<file path="src/rtl/i2c_bus_monitor.sv">
// i2c_bus_monitor
//   Receive-side conditioner for the I2C pads. Each raw line is synchronised
//   into the clk domain, then glitch-filtered. SCL edges, START, STOP and an
//   optional SCL-low timeout are reported as single-cycle pulses. A bus-busy
//   flag tracks START..STOP.
//
//   Optional feature macro: I2C_BUS_MONITOR_TIMEOUT_EN
//     defined   -> SCL-low timeout counter is built (TIMEOUT_CYCLES)
//     undefined -> timeout tied to 0, bus_busy clears only on STOP
//
// Ports
//   clk, rst            clock (posedge), synchronous active-high reset
//   scl_i, sda_i        raw asynchronous pad levels
//   scl_f, sda_f        filtered line levels
//   scl_rise, scl_fall  one-cycle pulses on filtered SCL edges
//   start_det, stop_det one-cycle pulses on START / repeated START / STOP
//   bus_busy            high from START until STOP (or timeout)
//   timeout             one-cycle pulse on SCL held low too long while busy

// Per-line synchroniser + glitch filter. filt_nxt exposes the value the
// filter register will take on the next edge so that edge events can be
// registered and line up with the visible filtered level.
module i2c_line_filter #(
  parameter int SYNC_STAGES = 2,
  parameter int FILTER_LEN  = 3
) (
  input  logic clk,
  input  logic rst,
  input  logic pad,
  output logic filt,
  output logic filt_nxt
);
  localparam int CW = $clog2(FILTER_LEN + 1);

  logic [SYNC_STAGES-1:0] sync_q;
  logic                   s;
  logic [CW-1:0]          cnt_q, cnt_nxt;
  logic                   filt_q;

  // Reset to 1 so an idle (pulled-up) bus is assumed out of reset.
  always_ff @(posedge clk) begin
    if (rst) sync_q <= '1;
    else     sync_q <= {sync_q[SYNC_STAGES-2:0], pad};
  end

  assign s = sync_q[SYNC_STAGES-1];

  // A new level is accepted only after it disagrees with the filtered
  // level for FILTER_LEN consecutive samples; any agreement restarts it.
  always_comb begin
    filt_nxt = filt_q;
    cnt_nxt  = '0;
    if (s != filt_q) begin
      if (cnt_q == CW'(FILTER_LEN - 1)) filt_nxt = s;
      else                              cnt_nxt  = cnt_q + CW'(1);
    end
  end

  always_ff @(posedge clk) begin
    if (rst) begin
      filt_q <= 1'b1;
      cnt_q  <= '0;
    end else begin
      filt_q <= filt_nxt;
      cnt_q  <= cnt_nxt;
    end
  end

  assign filt = filt_q;
endmodule

module i2c_bus_monitor #(
  parameter int SYNC_STAGES    = 2,
  parameter int FILTER_LEN     = 3,
  parameter int TIMEOUT_CYCLES = 1024
) (
  input  logic clk,
  input  logic rst,
  input  logic scl_i,
  input  logic sda_i,
  output logic scl_f,
  output logic sda_f,
  output logic scl_rise,
  output logic scl_fall,
  output logic start_det,
  output logic stop_det,
  output logic bus_busy,
  output logic timeout
);
  localparam int NUM_LINES = 2;  // lane 0 = SCL, lane 1 = SDA

  logic [NUM_LINES-1:0] pad, filt, filt_nxt;
  assign pad = {sda_i, scl_i};

  for (genvar g = 0; g < NUM_LINES; g++) begin : g_line
    i2c_line_filter #(
      .SYNC_STAGES (SYNC_STAGES),
      .FILTER_LEN  (FILTER_LEN)
    ) u_filt (
      .clk      (clk),
      .rst      (rst),
      .pad      (pad[g]),
      .filt     (filt[g]),
      .filt_nxt (filt_nxt[g])
    );
  end

  assign scl_f = filt[0];
  assign sda_f = filt[1];

  logic scl_n, sda_n, scl_hold_hi;
  assign scl_n = filt_nxt[0];
  assign sda_n = filt_nxt[1];
  // SCL high now and staying high: an SDA edge here is a bus condition.
  // A simultaneous SCL change suppresses START/STOP.
  assign scl_hold_hi = scl_f & scl_n;

  always_ff @(posedge clk) begin
    if (rst) begin
      scl_rise  <= 1'b0;
      scl_fall  <= 1'b0;
      start_det <= 1'b0;
      stop_det  <= 1'b0;
    end else begin
      scl_rise  <= ~scl_f &  scl_n;
      scl_fall  <=  scl_f & ~scl_n;
      start_det <= scl_hold_hi &  sda_f & ~sda_n;
      stop_det  <= scl_hold_hi & ~sda_f &  sda_n;
    end
  end

  always_ff @(posedge clk) begin
    if (rst)                        bus_busy <= 1'b0;
    else if (start_det)             bus_busy <= 1'b1;
    else if (stop_det || timeout)   bus_busy <= 1'b0;
  end

`ifdef I2C_BUS_MONITOR_TIMEOUT_EN
  localparam int TW = (TIMEOUT_CYCLES > 1) ? $clog2(TIMEOUT_CYCLES) : 1;

  logic [TW-1:0] to_cnt;
  logic          to_fired;  // blocks retrigger until SCL is seen high again
  logic          to_q;
  logic          to_run;

  assign to_run = bus_busy & ~scl_f;

  always_ff @(posedge clk) begin
    if (rst) begin
      to_cnt   <= '0;
      to_fired <= 1'b0;
      to_q     <= 1'b0;
    end else begin
      to_q <= 1'b0;
      if (!to_run) begin
        to_cnt <= '0;
      end else if (to_cnt == TW'(TIMEOUT_CYCLES - 1)) begin
        to_cnt   <= '0;
        to_q     <= ~to_fired;
        to_fired <= 1'b1;
      end else begin
        to_cnt <= to_cnt + TW'(1);
      end
      if (scl_f) to_fired <= 1'b0;
    end
  end

  assign timeout = to_q;
`else
  logic unused_timeout_cfg;
  assign unused_timeout_cfg = ^TIMEOUT_CYCLES;
  assign timeout = 1'b0;
`endif
endmodule

</file>
<file path="config.mk">
export PLATFORM = sky130hd
export DESIGN_NAME = i2c_bus_monitor
export DESIGN_NICKNAME = d
export VERILOG_FILES = /design/src/rtl/i2c_bus_monitor.sv
export SDC_FILE = /design/constraint.sdc
export NUM_CORES = 1
export LEC_CHECK = 0
export CORE_AREA = 2 2 39 41
export CTS_BUF_LIST = sky130_fd_sc_hd__clkbuf_8 sky130_fd_sc_hd__clkbuf_16
export CTS_CLUSTER_SIZE = 20
export DETAILED_ROUTE_END_ITERATION = 12
export DIE_AREA = 0 0 41 43
export HOLD_SLACK_MARGIN = 0.08
export PLACE_DENSITY = 0.67
export SLEW_MARGIN = 20
export SYNTH_ARGS = -nofsm -noshare
export SYNTH_HDL_FRONTEND = slang
export SYNTH_HIERARCHICAL = 1
export SYNTH_SLANG_ARGS = --single-unit
</file>
<file path="constraint.sdc">
create_clock -name clk -period 2.19 [get_ports clk]
set_input_delay 0.438 -clock clk [delete_from_list [all_inputs] [get_ports clk]]
set_output_delay 0.438 -clock clk [all_outputs]
set_load 0.005 [all_outputs]
</file>
# --- Yosys cells after proc, flatten, opt, wreduce, memory -nomap -nowiden ---
# Cells that the tools add are included.
word_totals:
  reg_bits: 15
  input_bits: 4
  out_inout_bits: 8
  word_cells: 39
op_classes:
  n_addsub: 2
  eq_ne: 4
  muxes: 6
  bitwise: 13
  n_reduce_logical: 3
ops:
  columns: ["cell", "n"]
  rows:
  - ["bitwise AND 1 bit", 7]
  - ["two-way mux 1 bit", 6]
  - ["inverter 1 bit", 6]
  - ["OR reduction 3 bit", 2]
  - ["adder 2 x 1 -> 2 bit (second input constant)", 2]
  - ["equality test 2 bit (second input constant)", 2]
  - ["!= test 1 bit", 2]
  - ["nonzero test 2 bit", 1]

# --- Longest topological paths before layout ---
# Gate-level depths: netlist (run 1).
logic_depth:
  ltp_word: 6
  depth_mapped: 5
  depth_no_buf: 5

# --- Hierarchy ---
# The synthesis (run 1) kept the hierarchy.
modules_own_cells:
  columns: ["mod", "n_inst", "cells_each", "area_each_um2", "seq_area_each_um2"]
  rows:
  - ["i2c_line_filter", 2, 14, 171.4, 100.1]
  - ["i2c_bus_monitor", 1, 15, 186.4, 100.1]

# --- Least setup slack after synthesis (run 1) ---
# No wires, ideal clock.
synth_timing:
  path_type: "reg-to-reg"
  start: "register g_line[0].u_filt.cnt_q[0]"
  end: "register g_line[0].u_filt.filt_q"
  setup_ns: 0.120
  arrival_time_ns: 1.084
  t_required_ns: 2.070
  path_slack_ns: 0.986
  path_stages_with_launch: 5
  path_buffers: 0
  period_less_slack_ns: 1.204
  cell_sequence: "dfxtp_1 -> inv_1 -> ha_1 -> mux2_4 -> or2_1"
synth_via:
  elab_chain_cells: 3
synth_lines:
  columns: ["item", "line_no", "text"]
  rows:
  - ["start: declaration", "37", "logic [CW-1:0] cnt_q, cnt_nxt;"]
  - ["start signal: assignment", "65", "cnt_q <= cnt_nxt;"]
  - ["equality test 2 bit", "54", "if (cnt_q == CW'(FILTER_LEN - 1)) filt_nxt = s;"]
  - ["two-way mux 1 bit", "54", null]
  - ["two-way mux 1 bit", "53", "if (s != filt_q) begin"]
  - ["named net scl_n", "111", "logic scl_n, sda_n, scl_hold_hi;"]
  - ["end signal: assignment", "64", "filt_q <= filt_nxt;"]
  - ["end: declaration", "38", "logic filt_q;"]
# The timed path passes the listed nets, and every way through them passes these cells.
# A chain may end at the register's enable or synchronous reset.

# --- Worst setup path after layout (run 1) ---
layout_timing:
  start: "register g_line[0].u_filt.filt_q"
  end: "output port scl_f"
layout_rtl:
  columns: ["item", "line_no", "text"]
  rows:
  - ["end: declaration", "81", "output logic scl_f,"]
# No word-level cell between the ends.

==> results by group, run 1 <==
Timing
  • Final Hold Violating Endpoints: 0
  • FMAX: just under 0.6 GHz
  • Final setup fails: 0
  • Clock Skews: 0.000813 ns
  • Min Tclk post-route: between 1.5 and 2 ns
  • Worst Hold Slack: 0.411 ns
  • Unrepaired setup endpoints after global routing: false
  • Setup TNS: 0 ns
  • Fin crit share: 0.767
  • Fin. max-slew vios: 0

Placed design
  • # port buffers: 10
  • RD Place Congestion: 0.634
  • DP Wirelength: 456 um

Logic synthesis
  • Syn nets: 49
  • Post-Syn Area per Cell: between 10 and 15 um2
  • Post-synth cell types: 15
  • Cells after synthesis: 43
  • Post-synthesis compound-gate area fraction: 0.00946
  • Simple-Gate Fraction of Synth Area: 0.243
  • Synth Area in XOR/XNOR: 0.0331
  • Seq/Total Area, Yosys: 0.567
  • Mux contribution to synthesized area: 0.0567
  • Post-Synth Adder-Cell Area: 0.0473
  • Synth Register Bits: 15
  • Post-Syn Area: ~530 um2
  • Main combinational cell family by area after synthesis: simple AND/OR/NAND/NOR gates
  • Ys Warns: 6

Final layout
  • Area Overhead vs Synth: 29.8%
  • Antenna cells: 0
  • Share of post-route cells with drive strength above 1: 0.214
  • Final net count: between 60 and 70

CTS
  • CTS buffer count: 3
  • CTS Hold Bufs: 0
  • Clk slew on worst S/H paths: around 0.060 ns
  • Setup Buffers After CTS: 0
  • Clk sink count: 15
  • H-tree depth: 1
  • Post_cts resized: 0
  • Clock Latency Late Sink: 0.24 ns
  • Bufs on Longest Clock Path: 2
  • Root buffer cell: clkbuf_8
  • CTS tree: done

Floorplan
  • Rows: 14
  • Die area: about 0.0018 mm2
  • IO Pins: 12
  • Die Span X: approximately 40 um
  • Core Footprint: 0.00138 mm2
  • Die height: about 43 um
  • Starting Density: 0.382

Route
  • First-pass DRT Iterations: 2
  • DRC: 0
  • Wire per inst: between 9 and 10 um
  • Drt via density: about 4.4
  • Vias post-DR: around 310
  • Post-route ant nets: 0
  • Initial DRC Count: 1
  • Total Wirelength: ~660 um

Critical path
  • Slowest stage delay, CP: between 0.5 and 0.6 ns
  • CP Depth: 1
  • Setup crit end kind: output port
  • R2r worst-path depth: 4
  • WS Path Type: reg2out
  • CP max stage cell: clkdlybuf4s50_1
  • Crit start category: register
  • Critical Path Start: g_line[0].u_filt/filt
  • Reg-to-reg endpoint: g_line[0].u_filt/filt
  • Cell Chain, Critical Path: clkdlybuf4s50_1
  • Worst R2R Setup Slack: ~0.93 ns
  • Worst EP arrival: around 1.2 ns
  • CP endpoint: scl_f
  • Worst r2r src: g_line[0].u_filt/cnt_q[0]
  • CP max FO: 6
  • Critical path buffers and inverters: 1
  • Critical Path RT: between 1.5 and 2 ns
  • Cell family with most CP delay: buffers and inverters

Job
  • Max Cap Viol: 0

Global route
  • Initial antenna violation count: 0
  • Met2 Use GR: 0.113
  • Largest net degree at the start of global routing: 15
  • GRT Residual Overflow: 0
  • All-Layer GR Usage: 0.0934
  • Number of global-route vias before repair: 256
  • Met3 GRT Util: 0.0314
  • Global-route wire length before repair: about 1000 um
  • GR Util met1: 0.117
  • Global routing's busiest layer: met1

Status
  • Status: finished, final reports clean

Power
  • Maximum vdd drop: about 360 uV
  • Power density cells: about 740 mW/mm2
  • Leakage: about 0.00026 uW

Min path
  • Hold Path Class: reg2reg
==> metrics by stage <==
stage          setup WS (ns)  std cells  area [um2]  total power [uW]  utilization
2_1_floorplan          0.986         43         529               295            -
3_3_place_gp           0.630         68         642               302        0.464
3_5_place_dp           0.605         68         642               303        0.464
4_1_cts                0.498         72         687               516        0.496
5_1_grt                0.461         72         687               534        0.496
6_report               0.510         72         687               508        0.496
==> cells in the mapped netlist <==
master	number	area, um2
nor4_1	4	25.0
or2_2	4	25.0
mux2_4	2	30.0
nand3b_4	1	20.0
xnor2_1	2	17.5
nor3b_2	2	25.0
nor3b_1	2	15.0
ha_1	2	25.0
or2_1	2	12.5
inv_1	3	11.3
conb_1	1	3.75
buf_4	1	7.51
nand2b_1	1	6.26
a21oi_1	1	5.00
dfxtp_1	15	300
==> kinds of logic after synthesis <==
kind of cell / count (synthesis)
simple gates: 16
fa+ha+maj: 2
compound gates: 1
flops: 15
mux: 2
xor+xnor: 2
buf+inv: 4
other cells: 1
==> cell type report <==
| class | instances | area (um2) |
|---|---|---|
| multi-input combinational | 24 | 210 |
| tap | 16 | 20.0 |
| fill | 138 | 697 |
| clock inverter | 1 | 3.75 |
| inverter | 3 | 11.3 |
| sequential | 15 | 300 |
| clock buffer | 3 | 41.3 |
| timing repair buffer | 10 | 100 |
==> cell usage in the layout, fill, tap and decap left out <==
cell type / instances
ha_1: 2
mux2_4: 2
inv_1: 4
xnor2_1: 2
or2_1: 2
clkbuf_8: 3
nor3b_1: 2
nand2b_1: 1
nor4_1: 4
or2_2: 4
dfxtp_1: 15
conb_1: 1
nor3b_2: 2
nand3b_4: 1
a21oi_1: 1
clkdlybuf4s50_1: 10
==> worst min-delay path by stage <==
stage / startpoint / endpoint / slack, ns / depth (start not counted)
6_report: g_line[1].u_filt/sync_q[0] / g_line[1].u_filt/sync_q[1] / 0.41 / 1
5_1_grt: g_line[1].u_filt/sync_q[0] / g_line[1].u_filt/sync_q[1] / 0.42 / 1
4_1_cts: g_line[1].u_filt/sync_q[0] / g_line[1].u_filt/sync_q[1] / 0.42 / 1
3_5_place_dp: g_line[1].u_filt/sync_q[0] / g_line[1].u_filt/sync_q[1] / 0.40 / 1
3_3_place_gp: g_line[0].u_filt/sync_q[0] / g_line[0].u_filt/sync_q[1] / 0.40 / 1
2_1_floorplan: g_line[0].u_filt/sync_q[0] / g_line[0].u_filt/sync_q[1] / 0.39 / 1
==> registers in the layout, indices dropped and copies added (netlist names) <==
| register | cells |
|---|---|
| g_line.u_filt/cnt_q | 4 |
| g_line.u_filt/sync_q | 4 |
| g_line.u_filt/filt | 2 |
| bus_busy | 1 |
| scl_fall | 1 |
| scl_rise | 1 |
| start_det | 1 |
| stop_det | 1 |
==> power breakdown <==
part | internal, uW | switching, uW | leakage (uW) | total (uW)
sequential | 278 | 2.02 | 0.000122 | 280
combinational | 10.4 | 7.02 | 0.000114 | 17.4
clock | 124 | 86.8 | 0.0000269 | 210
total | 412 | 95.9 | 0.000263 | 508
==> per-layer routing <==
layer	part of all wire	up-vias
li1	-	167
met1	0.48	138
met2	0.46	9
met3	0.062	0
met4	0	0
met5	0	-
No activity file was read; power rests on OpenSTA's default activity.
==> run 2, diff against run 1 <==
--- a/config.mk
+++ b/config.mk
@@ -11,7 +11,7 @@
 export DETAILED_ROUTE_END_ITERATION = 12
 export DIE_AREA = 0 0 41 43
 export HOLD_SLACK_MARGIN = 0.08
-export PLACE_DENSITY = 0.67
+export PLACE_DENSITY = 0.69
 export SLEW_MARGIN = 20
 export SYNTH_ARGS = -nofsm -noshare
 export SYNTH_HDL_FRONTEND = slang
==> constraint.sdc (replaced) <==
create_clock -name clk -period 1.52 [get_ports clk]
set_input_delay 0.304 -clock clk [delete_from_list [all_inputs] [get_ports clk]]
set_output_delay 0.304 -clock clk [all_outputs]
set_load 0.005 [all_outputs]
==> run 2 against run 1 <==
Setup slack worse by 0.42 ns; worst hold slack worse by 0.0022 ns; final cell count increased by 1.4%; register-to-register slack worse by 0.67 ns; sequential share of layout area shrank 0.45 points.
==> results by group, run 2 (synthesized netlist as in run 1, its figures left out) <==
Critical path
  • Critical path buffers and inverters: 1
  • Worst EP arrival: roughly 1.1 ns
  • CP max stage cell: clkdlybuf4s50_1
  • Setup crit end kind: output port
  • WS Path Type: reg2out
  • Critical Path RT: 1.22 ns
  • CP max FO: 5
  • Cell family with most CP delay: buffers and inverters
  • Cell Chain, Critical Path: clkdlybuf4s50_1
  • Slowest stage delay, CP: approximately 0.5 ns
  • Crit start category: register

CTS
  • Post_cts resized: 0
  • Clk slew on worst S/H paths: 0.06 ns
  • CTS Hold Bufs: 0
  • Clock Latency Late Sink: approximately 0.25 ns
  • Bufs on Longest Clock Path: 2
  • CTS buffer count: 3
  • Clk sink count: 15
  • Root buffer cell: clkbuf_8
  • Setup Buffers After CTS: 0
  • H-tree depth: 1
  • CTS tree: done

Route
  • Wire per inst: slightly above 9 um
  • Drt via density: 4.62
  • Post-route ant nets: 0
  • First-pass DRT Iterations: 2
  • Initial DRC Count: 2
  • Total Wirelength: approximately 670 um
  • DRC: 0
  • Vias post-DR: 337

Timing
  • Fin. max-slew vios: 0
  • Min Tclk post-route: between 1 and 1.5 ns
  • Final Worst Setup Slack: between 0.08 and 0.09 ns
  • FMAX: between 0.6 and 0.7 GHz
  • Final Hold Violating Endpoints: 0
  • Unrepaired setup endpoints after global routing: false
  • Final setup fails: 0
  • Fin crit share: 0.943
  • Setup TNS: 0 ns
  • Clock Skews: 0.00331 ns

Power
  • Power density cells: 1070 mW/mm2
  • Leakage: around 0.00026 uW
  • Maximum vdd drop: 549 uV

Global route
  • All-Layer GR Usage: 0.0954
  • Initial antenna violation count: 0
  • GRT Residual Overflow: 0
  • Global-route wire length before repair: between 1000 and 1500 um
  • Number of global-route vias before repair: 262
  • Largest net degree at the start of global routing: 15

Floorplan
  • Core Footprint: about 0.0014 mm2
  • Die Span X: 41 um
  • Rows: 14
  • Starting Density: 0.382
  • Die height: between 40 and 50 um
  • Die area: approximately 0.0018 mm2
  • IO Pins: 12

Final layout
  • Area Overhead vs Synth: 31.7%
  • Final net count: 64
  • Final Instance Area: between 600 and 700 um2
  • Most common cell after layout, fill and taps aside: dfxtp_1
  • Commonest non-fill, non-tap cells in the layout: dfxtp_1, clkdlybuf4s50_1, or2_2, nor4_1
  • Antenna cells: 0
  • Share of post-route cells with drive strength above 1: 0.263

Placed design
  • # port buffers: 10
  • RD Place Congestion: 0.660
  • Placed cell areas: 649 um2
  • Pre-CTS setup slack: a little under 0.08 ns
  • DP Wirelength: between 400 and 500 um

Min path
  • Hold Path Class: reg2reg

Status
  • Status: finished, final reports clean

Job
  • Max Cap Viol: 0
run 2: final cells by class:
cell class	count	area [um2]
clock buffers	3	41.3
clock inverters	1	5.00
fillers	131	687
inverters	3	11.3
multi-input cells	24	210
flip-flops and latches	15	302
well taps	16	20.0
repair buffers	11	108
run 2: final timing paths:
kind         cells past startpoint                        from                          to  slack, ns
max                              1       g_line[1].u_filt/filt                       sda_f       0.09
min reg2reg                      1  g_line[0].u_filt/sync_q[0]  g_line[0].u_filt/sync_q[1]       0.41
min                              1  g_line[0].u_filt/sync_q[0]  g_line[0].u_filt/sync_q[1]       0.41
max reg2reg                      4   g_line[0].u_filt/cnt_q[0]       g_line[0].u_filt/filt       0.26
run 2: report_power, final:
| part | total [uW] | leakage, uW | switching, uW | internal [uW] |
|---|---|---|---|---|
| Combinational | 25.3 | 0.000118 | 10.3 | 15.0 |
| Sequential | 402 | 0.000122 | 2.50 | 400 |
| Clock | 318 | 0.0000255 | 136 | 182 |
| Total | 746 | 0.000265 | 149 | 597 |
run 2: per-layer routing:
layer  part of all wire  routed length, um  GRT usage  vias to the layer above
li1                   -                  -          -                      170
met1               0.46                306      0.133                      152
met2               0.42                285      0.103                       12
met3              0.072                 48     0.0314                        3
met4              0.045                 30      0.100                        0
met5                  0                  0          0                        -
run 2: metrics by stage:
| step | hold slack [ns] | instances | utilization | power [uW] |
|---|---|---|---|---|
| after floorplan | 0.373 | 43 | - | 425 |
| after global placement | 0.394 | 69 | 0.469 | 436 |
| after detailed placement | 0.399 | 69 | 0.469 | 437 |
| after CTS | 0.412 | 73 | 0.503 | 758 |
| after global routing | 0.429 | 73 | 0.504 | 777 |
| final | 0.409 | 73 | 0.504 | 746 |
==> run 3, diff against run 2 <==
==> config.mk (replaced) <==
export PLATFORM = sky130hd
export DESIGN_NAME = i2c_bus_monitor
export DESIGN_NICKNAME = d
export VERILOG_FILES = /design/src/rtl/i2c_bus_monitor.sv
export SDC_FILE = /design/constraint.sdc
export NUM_CORES = 1
export LEC_CHECK = 0
export CELL_PAD_IN_SITES_DETAIL_PLACEMENT = 0
export CELL_PAD_IN_SITES_GLOBAL_PLACEMENT = 1
export CORE_MARGIN = 2
export CORE_UTILIZATION = 32
export CTS_BUF_LIST = sky130_fd_sc_hd__clkbuf_8 sky130_fd_sc_hd__clkbuf_16
export DETAILED_ROUTE_END_ITERATION = 12
export HOLD_SLACK_MARGIN = 0.08
export PLACE_DENSITY = 0.7
export SLEW_MARGIN = 20
export SYNTH_ARGS = -nofsm -noshare
export SYNTH_HDL_FRONTEND = slang
export SYNTH_SLANG_ARGS = --single-unit
==> run 3 against run 2 <==
Core utilization down 4.0 points; area after synthesis up 0.24%; critical path depth unchanged; sequential power about the same; largest power group unchanged.
==> results by group, run 3 <==
Floorplan
  • Core Footprint: about 0.0015 mm2
  • Starting Density: 0.348
  • Die Span X: about 45 um
  • Die area: ~0.002 mm2
  • Die height: 44.7 um
  • IO Pins: 12
  • Rows: 14

Logic synthesis
  • Post-Syn Area per Cell: ~12 um2
  • Post-synth cell types: 19
  • Post-Syn Area: 531 um2
  • Ys Warns: 0
  • Dominant cells by area after synthesis: dfxtp_1, nor4b_2, and4bb_2
  • Commonest cells in the netlist: dfxtp_1, nor4_1, or2_1
  • Synth top area share: 0.566
  • Synth Register Bits: 15
  • Syn nets: 51
  • Top_reg_cell synth: dfxtp_1
  • Yosys top cell by area: dfxtp_1
  • Post-synth EDFFs: 0
  • Async SR Flop Fraction: 0
  • Seq/Total Area, Yosys: 0.566
  • Count leader, synth: dfxtp_1
  • Cells after synthesis: 45

CTS
  • H-tree depth: 1
  • CTS buffer count: 3
  • Clk sink count: 15
  • CTS Hold Bufs: 0
  • Clock Latency Late Sink: 0.24 ns
  • Root buffer cell: clkbuf_8
  • Setup Buffers After CTS: 0
  • Clk slew on worst S/H paths: ~0.060 ns
  • CTS tree: done
  • Bufs on Longest Clock Path: 2

Timing
  • Fin. max-slew vios: 0
  • Min Tclk post-route: approximately 1.4 ns
  • Clock Skews: roughly 0.0008 ns
  • Setup TNS: 0 ns
  • Fin crit share: 0.936
  • Worst Hold Slack: just over 0.4 ns
  • Unrepaired setup endpoints after global routing: false
  • Final setup fails: 0
  • FMAX: around 0.70 GHz
  • Final Worst Setup Slack: 0.0971 ns
  • Final Hold Violating Endpoints: 0

Critical path
  • Setup crit end kind: output port
  • WS Path Type: reg2out
  • Cell family with most CP delay: buffers and inverters
  • Crit start category: register
  • Worst EP arrival: 1.12 ns
  • Cell Chain, Critical Path: clkdlybuf4s50_1
  • CP max FO: 5
  • Critical Path RT: 1.22 ns
  • Critical path buffers and inverters: 1
  • Slowest stage delay, CP: 0.51 ns
  • CP max stage cell: clkdlybuf4s50_1

Final layout
  • Register Area: about 300 um2
  • Final core utilization: 0.464
  • Final net count: 67
  • Antenna cells: 0
  • Filler cells: 147
  • Share of post-route cells with drive strength above 1: 0.200
  • Commonest non-fill, non-tap cells in the layout: dfxtp_1, clkdlybuf4s50_1, inv_1, or2_1, nor4_1
  • Multi-input logic area: 206 um2
  • Most common cell after layout, fill and taps aside: dfxtp_1
  • Area Overhead vs Synth: 33.3%

Route
  • Initial DRC Count: 0
  • Wire per inst: about 11 um
  • Total Wirelength: 811 um
  • First-pass DRT Iterations: 1
  • Vias post-DR: 361
  • Post-route ant nets: 0
  • Drt via density: 4.75
  • DRC: 0

Min path
  • Hold Path Class: reg2reg

Placed design
  • RD Place Congestion: 0.688
  • # port buffers: 10
  • DP Wirelength: just over 600 um
  • Pre-CTS setup slack: 0.137 ns

Power
  • Power density cells: 1040 mW/mm2
  • Maximum vdd drop: approximately 570 uV
  • Leakage: around 0.00027 uW

Global route
  • Number of global-route vias before repair: ~330
  • Largest net degree at the start of global routing: 9
  • Global-route wire length before repair: between 1000 and 1500 um
  • GRT Residual Overflow: 0
  • All-Layer GR Usage: 0.0990
  • Initial antenna violation count: 0

Status
  • Status: finished, final reports clean

Job
  • Max Cap Viol: 0
run 3: per-stage QoR:
step | cell area, um2 | power [uW] | cells
6_report | 707 | 736 | 76
4_1_cts | 706 | 749 | 76
2_1_floorplan | 531 | 427 | 45
5_1_grt | 707 | 770 | 76
3_5_place_dp | 661 | 440 | 72
3_3_place_gp | 661 | 440 | 72
run 3: path summary, 6_finish.rpt:
path,startpoint,end,slack (ns),depth (start not counted)
worst max-delay path,g_line[1].u_filt.filt,sda_f,0.1,1
worst min-delay path,g_line[0].u_filt.sync_q[0],g_line[0].u_filt.sync_q[1],0.40,1
worst max register to register,g_line[0].u_filt.cnt_q[0],stop_det,0.36,4
worst min register to register,g_line[0].u_filt.sync_q[0],g_line[0].u_filt.sync_q[1],0.40,1
run 3: where the power goes:
part,total (uW),internal (uW),switching [uW]
clock network,305,178,126
registers,404,400,3.76
logic,27.8,17.6,10.2
run 3: cells by family (layout without fill, tap and decap cells):
group	after synthesis	after routing	share of synthesized area
compound gates	3	3	0.0401
other cells	1	1	0.00707
flops	15	15	0.566
fa+ha+maj	2	2	0.0472
buf+inv	5	20	0.0448
simple gates	17	17	0.262
xor+xnor	2	2	0.0330
run 3: layout make-up:
class,instances,area share
Clock inverter,1,0.00531
Timing Repair Buffer,13,0.173
Inverter,3,0.0159
Multi-Input combinational cell,25,0.292
Sequential cell,15,0.427
Clock buffer,3,0.0584
Tap cell,16,0.0283
run 3: per-layer routing:
layer  wire, um  global-route usage  up-vias  share of wire
met5          0                   0        -              0
met4         14              0.0727        0          0.017
met3         54              0.0600        2          0.067
met2        385               0.145        9           0.47
met1        358               0.103      167           0.44
li1           -                   -      183              -
run 3: repair_timing:
action,CTS,global route
hold endpoints to repair,0,0
resized for setup,0,1
endpoints found under the setup margin,0,1
